## src/rtl/fifo_arb_pkg.sv

```systemverilog
// Shared definitions for the FIFO write-port arbiter: default sizing and FSM encoding.
package fifo_arb_pkg;
   localparam int NUM_REQ_D    = 4;
   localparam int DATA_WIDTH_D = 8;
   localparam int BUF_WIDTH_D  = 3;
   localparam int MAX_BURST_D  = 4;
   localparam int DEPTH        = 1 << BUF_WIDTH_D;

   typedef enum logic {
      IDLE  = 1'b0,
      BURST = 1'b1
   } arb_state_t;
endpackage

```

## src/rtl/fifo_wr_arbiter_rr_picker.sv

```systemverilog
// Rotate-priority select: first asserted request at or after i_ptr, wrapping modulo N.
module rr_picker #(
   parameter  int N  = 4,
   localparam int PW = (N > 1) ? $clog2(N) : 1
) (
   input  logic [N-1:0]  i_req,
   input  logic [PW-1:0] i_ptr,
   output logic [PW-1:0] o_idx,
   output logic          o_valid
);
   always_comb begin
      o_idx   = '0;
      o_valid = 1'b0;
      // Walk from farthest to nearest so the closest hit overwrites earlier ones.
      for (int k = N - 1; k >= 0; k--) begin
         int j;
         j = int'(i_ptr) + k;
         if (j >= N) j = j - N;
         if (i_req[j]) begin
            o_idx   = PW'(j);
            o_valid = 1'b1;
         end
      end
   end
endmodule

```

## src/rtl/fifo_wr_arbiter.sv

```systemverilog
// Round-robin burst arbiter sharing one Sync_FIFO write port between NUM_REQ producers.
module fifo_wr_arbiter
   import fifo_arb_pkg::*;
#(
   parameter  int NUM_REQ    = NUM_REQ_D,
   parameter  int DATA_WIDTH = DATA_WIDTH_D,
   parameter  int BUF_WIDTH  = BUF_WIDTH_D,
   parameter  int MAX_BURST  = MAX_BURST_D,
   localparam int PW         = (NUM_REQ > 1) ? $clog2(NUM_REQ) : 1
) (
   input  logic                          i_clk,
   input  logic                          i_rst,
   input  logic [NUM_REQ-1:0]            i_req,
   input  logic [NUM_REQ*DATA_WIDTH-1:0] i_req_data,
   output logic [NUM_REQ-1:0]            o_ack,
   input  logic [BUF_WIDTH:0]            i_fifo_counter,
   input  logic                          i_fifo_buf_full,
   output logic                          o_fifo_wr_en,
   output logic [DATA_WIDTH-1:0]         o_fifo_buf_in,
   output logic [PW-1:0]                 o_owner,
   output logic                          o_busy,
   output logic [PW-1:0]                 o_rr_ptr
);
   localparam int QDEPTH = 1 << BUF_WIDTH;
   localparam int CW     = (MAX_BURST > 1) ? $clog2(MAX_BURST) : 1;
   localparam int OW     = BUF_WIDTH + 2;

   arb_state_t            r_state, w_next;
   logic [PW-1:0]         r_owner, r_rr_ptr;
   logic [CW-1:0]         r_burst_cnt;
   logic                  r_wr_en;
   logic [DATA_WIDTH-1:0] r_buf_in;

   logic [PW-1:0]         w_pick_idx;
   logic                  w_pick_valid;
   logic [OW-1:0]         w_occ;
   logic                  w_space_ok, w_own_req, w_accept, w_last;

   rr_picker #(.N(NUM_REQ)) u_pick (
      .i_req   (i_req),
      .i_ptr   (r_rr_ptr),
      .o_idx   (w_pick_idx),
      .o_valid (w_pick_valid)
   );

   // The write already in flight counts as occupied; concurrent reads are ignored.
   assign w_occ      = {1'b0, i_fifo_counter} + OW'(r_wr_en);
   assign w_space_ok = !i_fifo_buf_full && (w_occ < OW'(QDEPTH));
   assign w_own_req  = i_req[r_owner];
   assign w_accept   = (r_state == BURST) && w_own_req && w_space_ok;
   assign w_last     = (r_burst_cnt == CW'(MAX_BURST - 1));

   always_ff @(posedge i_clk) begin
      if (i_rst) r_state <= IDLE;
      else       r_state <= w_next;
   end

   always_comb begin
      w_next = r_state;
      case (r_state)
         IDLE:    if (w_pick_valid && w_space_ok) w_next = BURST;
         BURST:   if (!w_own_req || !w_space_ok || (w_accept && w_last)) w_next = IDLE;
         default: w_next = IDLE;
      endcase
   end

   // Ack is suppressed during reset since the registered write is dropped.
   always_comb begin
      o_ack  = '0;
      o_busy = (r_state == BURST);
      if (w_accept && !i_rst) o_ack[r_owner] = 1'b1;
   end

   always_ff @(posedge i_clk) begin
      if (i_rst) begin
         r_owner     <= '0;
         r_rr_ptr    <= '0;
         r_burst_cnt <= '0;
         r_wr_en     <= 1'b0;
         r_buf_in    <= '0;
      end else begin
         r_wr_en <= w_accept;
         if (w_accept) begin
            r_buf_in    <= i_req_data[r_owner*DATA_WIDTH +: DATA_WIDTH];
            r_burst_cnt <= r_burst_cnt + 1'b1;
         end
         if (r_state == IDLE && w_next == BURST) begin
            r_owner     <= w_pick_idx;
            r_burst_cnt <= '0;
         end
         if (r_state == BURST && w_next == IDLE)
            r_rr_ptr <= (r_owner == PW'(NUM_REQ - 1)) ? '0 : r_owner + 1'b1;
      end
   end

   assign o_fifo_wr_en  = r_wr_en;
   assign o_fifo_buf_in = r_buf_in;
   assign o_owner       = r_owner;
   assign o_rr_ptr      = r_rr_ptr;
endmodule

```

## config.mk

```make
export PLATFORM = sky130hd
export DESIGN_NAME = fifo_wr_arbiter
export DESIGN_NICKNAME = d
export VERILOG_FILES = /design/src/rtl/fifo_arb_pkg.sv /design/src/rtl/fifo_wr_arbiter_rr_picker.sv /design/src/rtl/fifo_wr_arbiter.sv
export SDC_FILE = /design/constraint.sdc
export NUM_CORES = 1
export LEC_CHECK = 0
export CORE_ASPECT_RATIO = 1.1
export CORE_MARGIN = 4
export CORE_UTILIZATION = 25
export CTS_CLUSTER_SIZE = 16
export DETAILED_ROUTE_END_ITERATION = 7
export PLACE_DENSITY = 0.63
export RECOVER_POWER = 100
export SKIP_CTS_REPAIR_TIMING = 1
export SYNTH_ARGS = -nofsm -noshare
export SYNTH_HDL_FRONTEND = slang
export SYNTH_SLANG_ARGS = --single-unit
export TNS_END_PERCENT = 1
```

## constraint.sdc

```tcl
create_clock -name i_clk -period 2.29 [get_ports i_clk]
set_input_delay 0.458 -clock i_clk [delete_from_list [all_inputs] [get_ports i_clk]]
set_output_delay 0.458 -clock i_clk [all_outputs]
set_load 0.005 [all_outputs]
```

# Word-level counts from Yosys, hierarchy flattened
# Cells that the tools add are included.
totals:
  input_bits: 43
  regBits: 16
  word_cells: 81
op_classes:
  add_sub_neg: 10
  n_mux: 33
  eq_ne: 2
  n_reduce_logical: 16
  bitwise_logic: 2
  n_lt_le_gt_ge: 11
  shifts: 1
op_table:
  columns: ["cell", "count"]
  rows:
  - ["$lt 32x4->1 const B", 4]
  - ["$mux 32", 4]
  - ["$ge 32x4->1 const B", 3]
  - ["$sub 32x4->32 const B", 3]
  - ["$shiftx 32x6->8", 1]
  - ["$mux 1", 16]
  - ["$bmux 1 s2", 5]
  - ["$mux 2", 5]
  - ["$logic_and 1x1->1", 9]
  - ["$add 2x2->3 const B", 2]
  - ["$add 4x1->5", 1]
  - ["$lt 5x4->1 const B", 1]
  - ["$add 2x1->2 const B", 2]
  - ["$eq 2x2->1 const B", 2]
  - ["$logic_not 1->1", 4]
  - ["$mux 4", 1]
  - ["$sub 2x3->4 const B", 1]
  - ["$add 2x1->3 const B", 1]
  - ["$ge 2x3->1 const B", 1]
  - ["$lt 2x3->1 const B", 1]
  - ["$demux 1 s2", 1]
  - ["$ge 2x1->1 const B", 1]
  - ["$logic_or 1x1->1", 2]
  - ["$not 1->1", 2]
  - ["other kinds (2)", 2]

# Longest topological paths before layout
# Gate-level depths: netlist of run 1.
logic_depth:
  ltp_word: 15
  mapped_depth: 5
  depth_no_buf: 5

# Cells and area by module
# A second synthesis of run 1 with hierarchy kept.
hier_totals:
  cells_unflattened: 93
  area_unflattened_um2: 1027.2
modules_own_cells:
  columns: ["mod", "seq_area_each_um2", "area_each_um2", "cells_per_inst", "n_inst"]
  rows:
  - ["fifo_wr_arbiter", 320.3, 949.7, 80, 1]
  - ["rr_picker", 0.0, 77.6, 13, 1]

# Least setup slack after synthesis of run 1
# OpenSTA, ideal clock, no wires.
synth_path:
  kind: "register to output"
  from: "register r_owner[0] (netlist: o_owner[0])"
  to: "output o_ack[0]"
  t_arrival_ns: 1.382
  path_buffers: 0
  setup_slack_ns: 0.450
  t_required_ns: 1.832
  stages_incl_launch_ff: 5
  path_cell_list: "dfxtp_1 -> mux4_2 -> nand4_4 -> nor2_1 -> and2_1"
synth_between:
  elab_chain_cells: 6
synth_rtl:
  columns: ["item", "line", "source"]
  rows:
  - ["start, declared", "fifo_wr_arbiter.sv:29", "logic [PW-1:0] r_owner, r_rr_ptr;"]
  - ["start signal, assigned", "fifo_wr_arbiter.sv:88", "r_owner <= w_pick_idx;"]
  - ["parallel branches: the longest is 5 deep, another holds $lt 2x3->1", null, null]
  - ["$mux 4 *", "fifo_wr_arbiter.sv:71", "if (w_accept && !i_rst) o_ack[r_owner] = 1'b1;"]
  - ["end, declared", "fifo_wr_arbiter.sv:15", "output logic [NUM_REQ-1:0] o_ack,"]
# Mark *: on every way between the ends. The select of a mux whose other input is x is not followed.

# Worst setup path after layout of run 1
layout_path:
  from: "input i_fifo_counter[1]"
  to: "output o_ack[0]"
layout_between:
  elab_chain_cells: 6
layout_rtl:
  columns: ["item", "line", "source"]
  rows:
  - ["start, declared", "fifo_wr_arbiter.sv:16", "input logic [BUF_WIDTH:0] i_fifo_counter,"]
  - ["$add 4x1->5", "fifo_wr_arbiter.sv:47", "assign w_occ = {1'b0, i_fifo_counter} + OW'(r_wr_en);"]
  - ["$lt 5x4->1", "fifo_wr_arbiter.sv:48", "assign w_space_ok = !i_fifo_buf_full && (w_occ < OW'(QDEPTH));"]
  - ["$logic_and 1x1->1", "fifo_wr_arbiter.sv:48", null]
  - ["$logic_and 1x1->1", "fifo_wr_arbiter.sv:50", "assign w_accept = (r_state == BURST) && w_own_req && w_space_ok;"]
  - ["$logic_and 1x1->1", "fifo_wr_arbiter.sv:71", null]
  - ["$mux 4", "fifo_wr_arbiter.sv:71", null]
# Every way passes these cells.

==> results.cfg, run 1 <==
[finish]
antenna_cells = 0
final_util = 0.447
drive_above_1_share = 0.172
area_growth_pct = 73.6
layout.cells.non_filler = 215
fin_nets = 213

[synthesis]
async_reset_ff_frac = 0
synth.distinct_cells = 27
ys_warn_count = 0
syn-num-nets = 141
synth_common_cells = dfxtp_1 (16), nor2_1 (12), mux2i_1 (10), inv_1 (8), mux4_2 (8)
yosys.area.top_type_share = 0.314
synth-seq-cells = 16
synth_edf_count = 0
syn_avg_cell_area_um2 = 11.0
ys.flop_type = dfxtp_1
yosysTopAreaCell = dfxtp_1
synth_area_um2 = 1020
yosysMostFrequentCell = dfxtp_1
synthCells = 93
yosysSeqAreaShare = 0.314
synth_area_leaders = dfxtp_1 (31%), mux4_2 (18%), mux2i_1 (9.8%)

[worst_setup_path]
critPathArrivalTime_ns = 1.68
start_kind = input pin
crit_required_ns = 1.83
path_class = input pin to output port
end_kind = output port
cp_max_fo = 5

[routing]
drt_iter0_drc = 43
via_per_inst = 4.67
route.vias.total = 1003
met3RoutedLength_um = 191
wl_met2_um = 1730
drtPass1Iterations = 5
wire_per_inst_um = 14.0
drc = 0
met1_length_um = 1060
ant_nets = 0
totalWireLength_um = 3010
routed.top_layer = met4

[sta]
relSlewSlack = 0.710
worst_pin_slew_ns = 0.435
fin_crit_ns = 2.14
finalCritPeriodShare = 0.936
rsz0062_at_grt = no
setup_viol = 0
fin_skew_ns = 0.00233
hold_viol = 0
max_freq_mhz = 467
whs_ns = 0.495
finalMaxSlewViolations = 0

[hold_path]
hold_path_class = flop to flop

[flow_run]
max_cap_viol_count = 0

[clock_network]
cts_max_level = 1
clk_pin_slew_ns = 0.06
cts_tree = built
root_buffer = clkbuf_8
cts.sink_count = 16
clk_latency_ns = 0.24
cts-buffers-inserted = 3
clk_path_buf_depth = 2

[global_routing]
overflow = 0
grt_pass1_wl_um = 4700
antenna_found_initial = 0
grtUsageTotal = 0.120
grt_pass1_vias = 1097
grt_max_degree = 17

[pwr]
peakVddDrop_mv = 0.224
power.total_mw = 0.648
leakagePower_nw = 0.829
power_density_nw_per_um2 = 366

[die]
die_w_um = 68.9
core-area_um2 = 3960
initial_utilization = 0.257
die-area_um2 = 5170
die_h_um = 75.0
num_rows = 24
pin_count = 61

[placed_design]
dpl.hpwl_um = 2480
gp_congestion = 0.792
portBuffers = 60
dp_cells = 211

[outcome]
status = finished, final reports clean
[logic make-up (layout without fill, tap and decap cells)]
group,Yosys count,after routing,synth area share
and+or+nand+nor,27,27,0.148
AOI/OAI and AO/OA,12,12,0.0945
xor gates and xnor gates,1,1,0.0160
buffers and inverters,13,83,0.0650
muxes,19,19,0.301
adders and majority gates,5,5,0.0613
DFF,16,16,0.314
[power breakdown]
| group | internal (mW) | total (mW) | switching, mW | leakage (nW) |
|---|---|---|---|---|
| sequential | 0.283 | 0.287 | 0.00390 | 0.129 |
| clock | 0.116 | 0.207 | 0.0906 | 0.0216 |
| combinational | 0.106 | 0.155 | 0.0486 | 0.679 |
| total | 0.505 | 0.648 | 0.143 | 0.829 |
[cells in the final DEF, fill, tap and decap left out, drive strengths merged]
| cell | netlist | routed |
|---|---|---|
| o21a | 1 | 1 |
| mux2i | 10 | 10 |
| clkbuf | 3 | 11 |
| nand2 | 3 | 3 |
| a21oi | 4 | 4 |
| and4 | 1 | 1 |
| xor2 | 1 | 1 |
| o221ai | 2 | 2 |
| dlymetal6s2s | 0 | 6 |
| clkdlybuf4s50 | 0 | 39 |
| nand4 | 3 | 3 |
| inv | 8 | 8 |
| and2 | 4 | 4 |
| o221a | 1 | 1 |
| nor3 | 3 | 3 |
| a41oi | 1 | 1 |
| a21o | 1 | 1 |
| or4 | 1 | 1 |
| buf | 2 | 6 |
| nor2 | 12 | 12 |
| dlygate4sd3 | 0 | 13 |
| a221oi | 1 | 1 |
| o31ai | 1 | 1 |
| dfxtp | 16 | 16 |
| ha | 5 | 5 |
| mux4 | 9 | 9 |
[area by class of cell]
cell class	count	area, µm²
Clock buffer	3	41.3
Fill cell	384	2190
Inverter	8	30.0
Multi-Input combinational cell	64	633
Sequential cell	16	320
Tap cell	52	65.1
Timing Repair Buffer	72	681
[registers in the layout, indices dropped and copies added (netlist names)]
register / count
o_busy: 1
o_fifo_wr_en: 1
o_fifo_buf_in: 8
r_burst_cnt: 2
o_owner: 2
o_rr_ptr: 2
[per-stage QoR]
step	area, µm²	worst slack [ns]	setup TNS [ns]
2_1_floorplan	1020	0.450	0
6_report	1770	0.147	0
3_3_place_gp	1730	-0.325	-1.30
4_1_cts	1770	-0.404	-1.53
3_5_place_dp	1730	-0.401	-1.52
5_1_grt	1770	0.0519	0
[critical path: stages]
cell,delay (ns)
dlygate4sd3_1,0.53
nand4_1,0.17
nand4_4,0.13
nor2_4,0.13
and2_1,0.14
clkbuf_2,0.12
[worst paths after layout]
kind | to | from | depth (start not counted) | slack [ns]
max | o_ack[0] | i_fifo_counter[1] | 6 | 0.15
min | o_fifo_buf_in[7] | o_fifo_buf_in[7] | 2 | 0.49
min reg2reg | o_fifo_buf_in[7] | o_fifo_buf_in[7] | 2 | 0.49
max reg2reg | o_fifo_buf_in[3] | o_owner[0] | 6 | 0.36
[metal layers]
| metal | track usage | up-vias |
|---|---|---|
| met3 | 0.0254 | 2 |
| met2 | 0.235 | 39 |
| met1 | 0.123 | 478 |
| met4 | 0.0368 | 0 |
| li1 | - | 484 |
| met5 | 0 | - |
(Power assumes the default switching activity.)
==> run 2, diff against run 1 <==
--- a/config.mk
+++ b/config.mk
@@ -7,10 +7,10 @@
 export LEC_CHECK = 0
 export CORE_ASPECT_RATIO = 1.1
 export CORE_MARGIN = 4
-export CORE_UTILIZATION = 25
+export CORE_UTILIZATION = 37
 export CTS_CLUSTER_SIZE = 16
 export DETAILED_ROUTE_END_ITERATION = 7
-export PLACE_DENSITY = 0.63
+export PLACE_DENSITY = 0.86
 export RECOVER_POWER = 100
 export SKIP_CTS_REPAIR_TIMING = 1
 export SYNTH_ARGS = -nofsm -noshare
==> results.cfg, run 2 (same netlist as run 1, synthesis figures left out) <==
[outcome]
status = finished, final reports clean

[finish]
stdcell_area_um2 = 1750
layout.cells.non_filler = 195
final_cell_mix = clkdlybuf4s50_1 (40), dfxtp_1 (16), dlygate4sd3_1 (12), nor2_1 (11), mux2i_1 (10)
final_util = 0.681
fillCellCount = 186
area_growth_pct = 71.5
drive_above_1_share = 0.171
final_common_cell = clkdlybuf4s50_1
largest_reg_flops = 8
fin_nets = 214
antenna_cells = 0

[sta]
postLayoutSetupSlackWorst_ns = 0.144
finalMaxSlewViolations = 0
max_freq_mhz = 466
rsz0062_at_grt = no
setup_viol = 0
worst_pin_slew_ns = 0.381
fin_skew_ns = 0.00651
setup-tns-final_ns = 0
hold_viol = 0
fin_crit_ns = 2.15
finalCritPeriodShare = 0.937
relSlewSlack = 0.746
whs_ns = 0.500

[worst_setup_path]
critPathArrivalTime_ns = 1.69
cp_max_fo = 5
path_class = flop to output port
start_kind = flop
reg2reg_depth = 6
crit_required_ns = 1.83
end_kind = output port

[hold_path]
hold-path-cell-count = 2
hold_path_class = flop to flop

[clock_network]
clk_pin_slew_ns = 0.09
clk_latency_ns = 0.29
clk_path_buf_depth = 2
cts_tree = built
cts_max_level = 1
cts-buffers-inserted = 3
root_buffer = clkbuf_4
cts.sink_count = 16

[global_routing]
grt_pass1_wl_um = 5530
overflow = 0
grt_pass1_vias = 1097
grtUsageTotal = 0.201
antenna_found_initial = 0
grt_max_degree = 17

[routing]
wire_per_inst_um = 18.1
drc = 0
drt_iter0_drc = 26
totalWireLength_um = 3520
drtPass1Iterations = 4
via_per_inst = 5.29
route.vias.total = 1032
ant_nets = 0

[pwr]
leakagePower_nw = 0.865
peakVddDrop_mv = 0.227
power_density_nw_per_um2 = 341
power.total_mw = 0.597

[die]
die_h_um = 63.1
core-area_um2 = 2570
initial_utilization = 0.397
die-area_um2 = 3660
pin_count = 61
num_rows = 19
die_w_um = 58.1

[placed_design]
dp_cells = 191
gp_congestion = 0.801
dpl_cell_area_um2 = 1710
portBuffers = 60
dpl.hpwl_um = 2860
pre_cts_ws_ns = -0.415

[flow_run]
max_cap_viol_count = 0
-- run 2: cell count changes in the layout (fill, tap and decap cells not counted), sizes merged --
cell           change
clkbuf             -3
clkdlybuf4s50      +1
buf                +2
dlygate4sd3        -1
dlymetal6s2s       +2
-- run 2: worst paths after layout --
kind,startpoint,endpoint,slack (ns)
min,o_fifo_buf_in[0],o_fifo_buf_in[0],0.50
min reg2reg,o_fifo_buf_in[0],o_fifo_buf_in[0],0.50
max reg2reg,o_owner[0],o_fifo_buf_in[4],0.33
max,o_owner[0],o_ack[3],0.14
-- run 2: final cells by class --
type | count | area [µm²] | share of cell area
well taps | 31 | 38.8 | 0.0222
repair buffers | 73 | 709 | 0.406
inverters | 8 | 30.0 | 0.0172
multi-input cells | 64 | 628 | 0.359
clock buffers | 3 | 22.5 | 0.0129
flip-flops and latches | 16 | 320 | 0.183
-- run 2: worst max-delay path, cell delays in order (launching register included) --
cell	delay [ns]
dfxtp_1	0.37
mux4_2	0.56
nand4_4	0.09
nor2_2	0.06
and2_1	0.16
dlymetal6s2s_1	0.15
-- run 2: metal layers --
| metal | vias to the layer above | wire [µm] | track usage |
|---|---|---|---|
| met5 | - | 0 | 0 |
| met4 | 0 | 104 | 0.119 |
| met3 | 8 | 211 | 0.0367 |
| met2 | 47 | 1940 | 0.360 |
| met1 | 487 | 1270 | 0.212 |
| li1 | 490 | - | - |
-- run 2: power breakdown --
part / switching (mW) / internal (mW)
Clock: 0.0884 / 0.0613
Combinational: 0.0524 / 0.108
Sequential: 0.00409 / 0.283
Total: 0.145 / 0.452
==> patch, RTL diff (config.mk and constraints of run 1) <==
Change the package constant `DATA_WIDTH_D` from 8 to 10.
--- a/src/rtl/fifo_arb_pkg.sv
+++ b/src/rtl/fifo_arb_pkg.sv
@@ -3,3 +3,3 @@
    localparam int NUM_REQ_D    = 4;
-   localparam int DATA_WIDTH_D = 8;
+   localparam int DATA_WIDTH_D = 10;
    localparam int BUF_WIDTH_D  = 3;
Interface: changed (resized i_req_data and o_fifo_buf_in); port bits go from 61 to 71. The function was not compared with the original's and may differ.
==> patch against run 1 <==
Total power up 19%; final cell count up 11%; cell area up 15%; routed wire length up 22%; die area up 11%; setup slack worse by 0.063 ns; combinational power up 20%; synthesized area up 12%; sequential cell count up 2; critical endpoint is now o_ack[2]; largest power group unchanged.
==> patch: results (changes against run 1) <==
GRT:
- The number of global-route vias before repair is 1258 (+15%).
- The initial antenna violation count is 0 (unchanged).
- The maximum number of pins on one net before global-route repair was 19 (+2).
- The overall global routing resource usage is 0.128 (+0.00837).
- The first-pass GRT wire length is 5730 um (+22%).

Clock tree:
- The number of levels the H-tree was split into is 1 (unchanged).
- The clock slew at the register clock pins of the worst setup and hold paths is 0.08 ns (+0.02 ns).
- The total CTS buffers came to 3 (unchanged).
- The root buffer cell is sky130_fd_sc_hd__clkbuf_8.
- For the worst-skew pair, the clock arrives at the later sink with an insertion delay of 0.25 ns.
- The buffer depth of the longest clock path is 2 (unchanged).

Setup path:
- The first element of the critical path is i_fifo_counter[2].
- The endpoint of the worst-slack reg-to-reg timing path is r_burst_cnt[1].
- The register-to-register setup slack is 0.58 ns (+0.22 ns).
- The endpoint of the most critical setup path is o_ack[2].
- The largest driver fanout on the critical path came to 5 (unchanged).
- The reg-to-reg startpoint is o_owner[0].
- The critical path data arrival time was 1.75 ns (+0.07 ns).
- The length in cells of the worst reg-to-reg path was 5 (-1).

Yosys:
- Sorting the synthesized cells by area gives the leading types as sky130_fd_sc_hd__dfxtp_1 32%, sky130_fd_sc_hd__mux4_2 18%, sky130_fd_sc_hd__mux2i_1 11%.
- The count of warnings emitted by yosys is 0 (unchanged).
- The async set or reset register ratio after synthesis came to 0 (unchanged).
- The synthesized instance count was 103 (+11%).
- Ranked by instance count, the synthesized netlist is headed by 18 x sky130_fd_sc_hd__dfxtp_1, 15 x sky130_fd_sc_hd__nor2_1, 13 x sky130_fd_sc_hd__mux2i_1, 9 x sky130_fd_sc_hd__mux4_2.
- The count of cell types in the netlist is 29 (+7.4%).
- The number of nets in the synthesized netlist is 159 (+13%).
- The register area share after synthesis came to 0.315 (+0.00133).

Place:
- The instance count after placement with tap cells included is 234 (+11%).
- The last weighted congestion value of the routability-driven placer was 0.809 (+2.2%).
- The worst setup timing slack at the placement stage is -0.503 ns (-0.102 ns).
- The HPWL after detailed placement is 2930 um (+18%).
- The count of port buffers added during placement is 70 (+17%).

Drt:
- The detailed router's first-iteration violation count is 22 (-49%).
- The iteration count of the initial detailed-routing pass is 4 (-1).
- The total via count in the routed design is 1131 (+13%).
- The mean routed wirelength per cell is 15.3 um (+9.4%).
- The wire length reported by the detailed router is 3670 um (+22%).
- The antenna violation net count after detailed routing was 0 (unchanged).

STA:
- The peak clock frequency supported by timing was 453 MHz (-2.8%).
- The worst clock skew is 0.00821 ns (+0.00587 ns).
- The headroom to the max-slew limit was 0.691 (-0.0188).
- The aggregate negative setup slack is 0 ns (unchanged).

Job:
- The max-cap violation count was 0 (unchanged).

Finish:
- The fraction of final layout cells sized beyond drive strength 1 is 0.184 (+0.0120).
- The count of nets after finishing is 242 (+14%).
- The number of flip-flops in the largest register is 10 (+2).
- The number of diodes came to 0 (unchanged).

Hold path:
- The worst min-delay path class is register to register.
- The number of instances on the worst hold path is 2 (unchanged).

Outcome:
- The flow ran to the end, and the final reports show no timing, DRC or antenna violations.

Power and ir drop:
- The worst vdd rail ir drop is 0.000162 V (-28%).
- The leakage power figure is 0.866 nW (+4.4%).
## patch: where the power goes
part	switching (mW)	internal, mW	total (mW)
registers	0.00435	0.318	0.322
clock network	0.109	0.153	0.262
logic	0.0558	0.130	0.186
## patch: how the worst min path moves through the flow
stage                           from               end  slack, ns
finish              o_fifo_buf_in[0]  o_fifo_buf_in[0]       0.50
global route        o_fifo_buf_in[9]  o_fifo_buf_in[9]       0.55
CTS                 o_fifo_buf_in[0]  o_fifo_buf_in[0]       0.50
detailed placement  o_fifo_buf_in[0]  o_fifo_buf_in[0]       0.49
global placement    o_fifo_buf_in[9]  o_fifo_buf_in[9]       0.48
floorplan           o_fifo_buf_in[0]  o_fifo_buf_in[0]       0.49
## patch: metrics by stage
stage	hold slack (ns)	area (um2)
after floorplan	0.488	1140
after global placement	0.480	1960
after detailed placement	0.487	1960
after CTS	0.504	2020
after global routing	0.551	2030
final	0.495	2030
## patch: cell type report
cell class	count	area, um2
Tap cell	54	67.6
Fill cell	414	2320
Multi-Input combinational cell	74	723
Sequential cell	18	360
Clock buffer	4	55.1
Inverter	5	18.8
Timing Repair Buffer	84	803
## patch: logic make-up after synthesis
logic type               share of synthesized area
buffers and inverters                       0.0580
AO/OA/AOI/OAI                               0.0635
multiplexers                                 0.337
AND/OR/NAND/NOR                              0.163
flip-flops                                   0.315
XOR/XNOR                                   0.00767
adder cells (fa/ha/maj)                     0.0548
## patch: metal layers
metal	up-vias	GRT usage	wire length (um)
met2	39	0.257	2100
li1	543	-	-
met1	547	0.131	1270
met4	0	0.0387	29
met5	-	0	0
met3	2	0.0215	261
## patch: worst max-delay path, cell delays in order
cell and delay (ns):
sky130_fd_sc_hd__clkdlybuf4s50_1 0.45, sky130_fd_sc_hd__nand4_1 0.27, sky130_fd_sc_hd__nand4_4 0.21, sky130_fd_sc_hd__nor2_4 0.06, sky130_fd_sc_hd__and2_1 0.15, sky130_fd_sc_hd__dlymetal6s2s_1 0.15
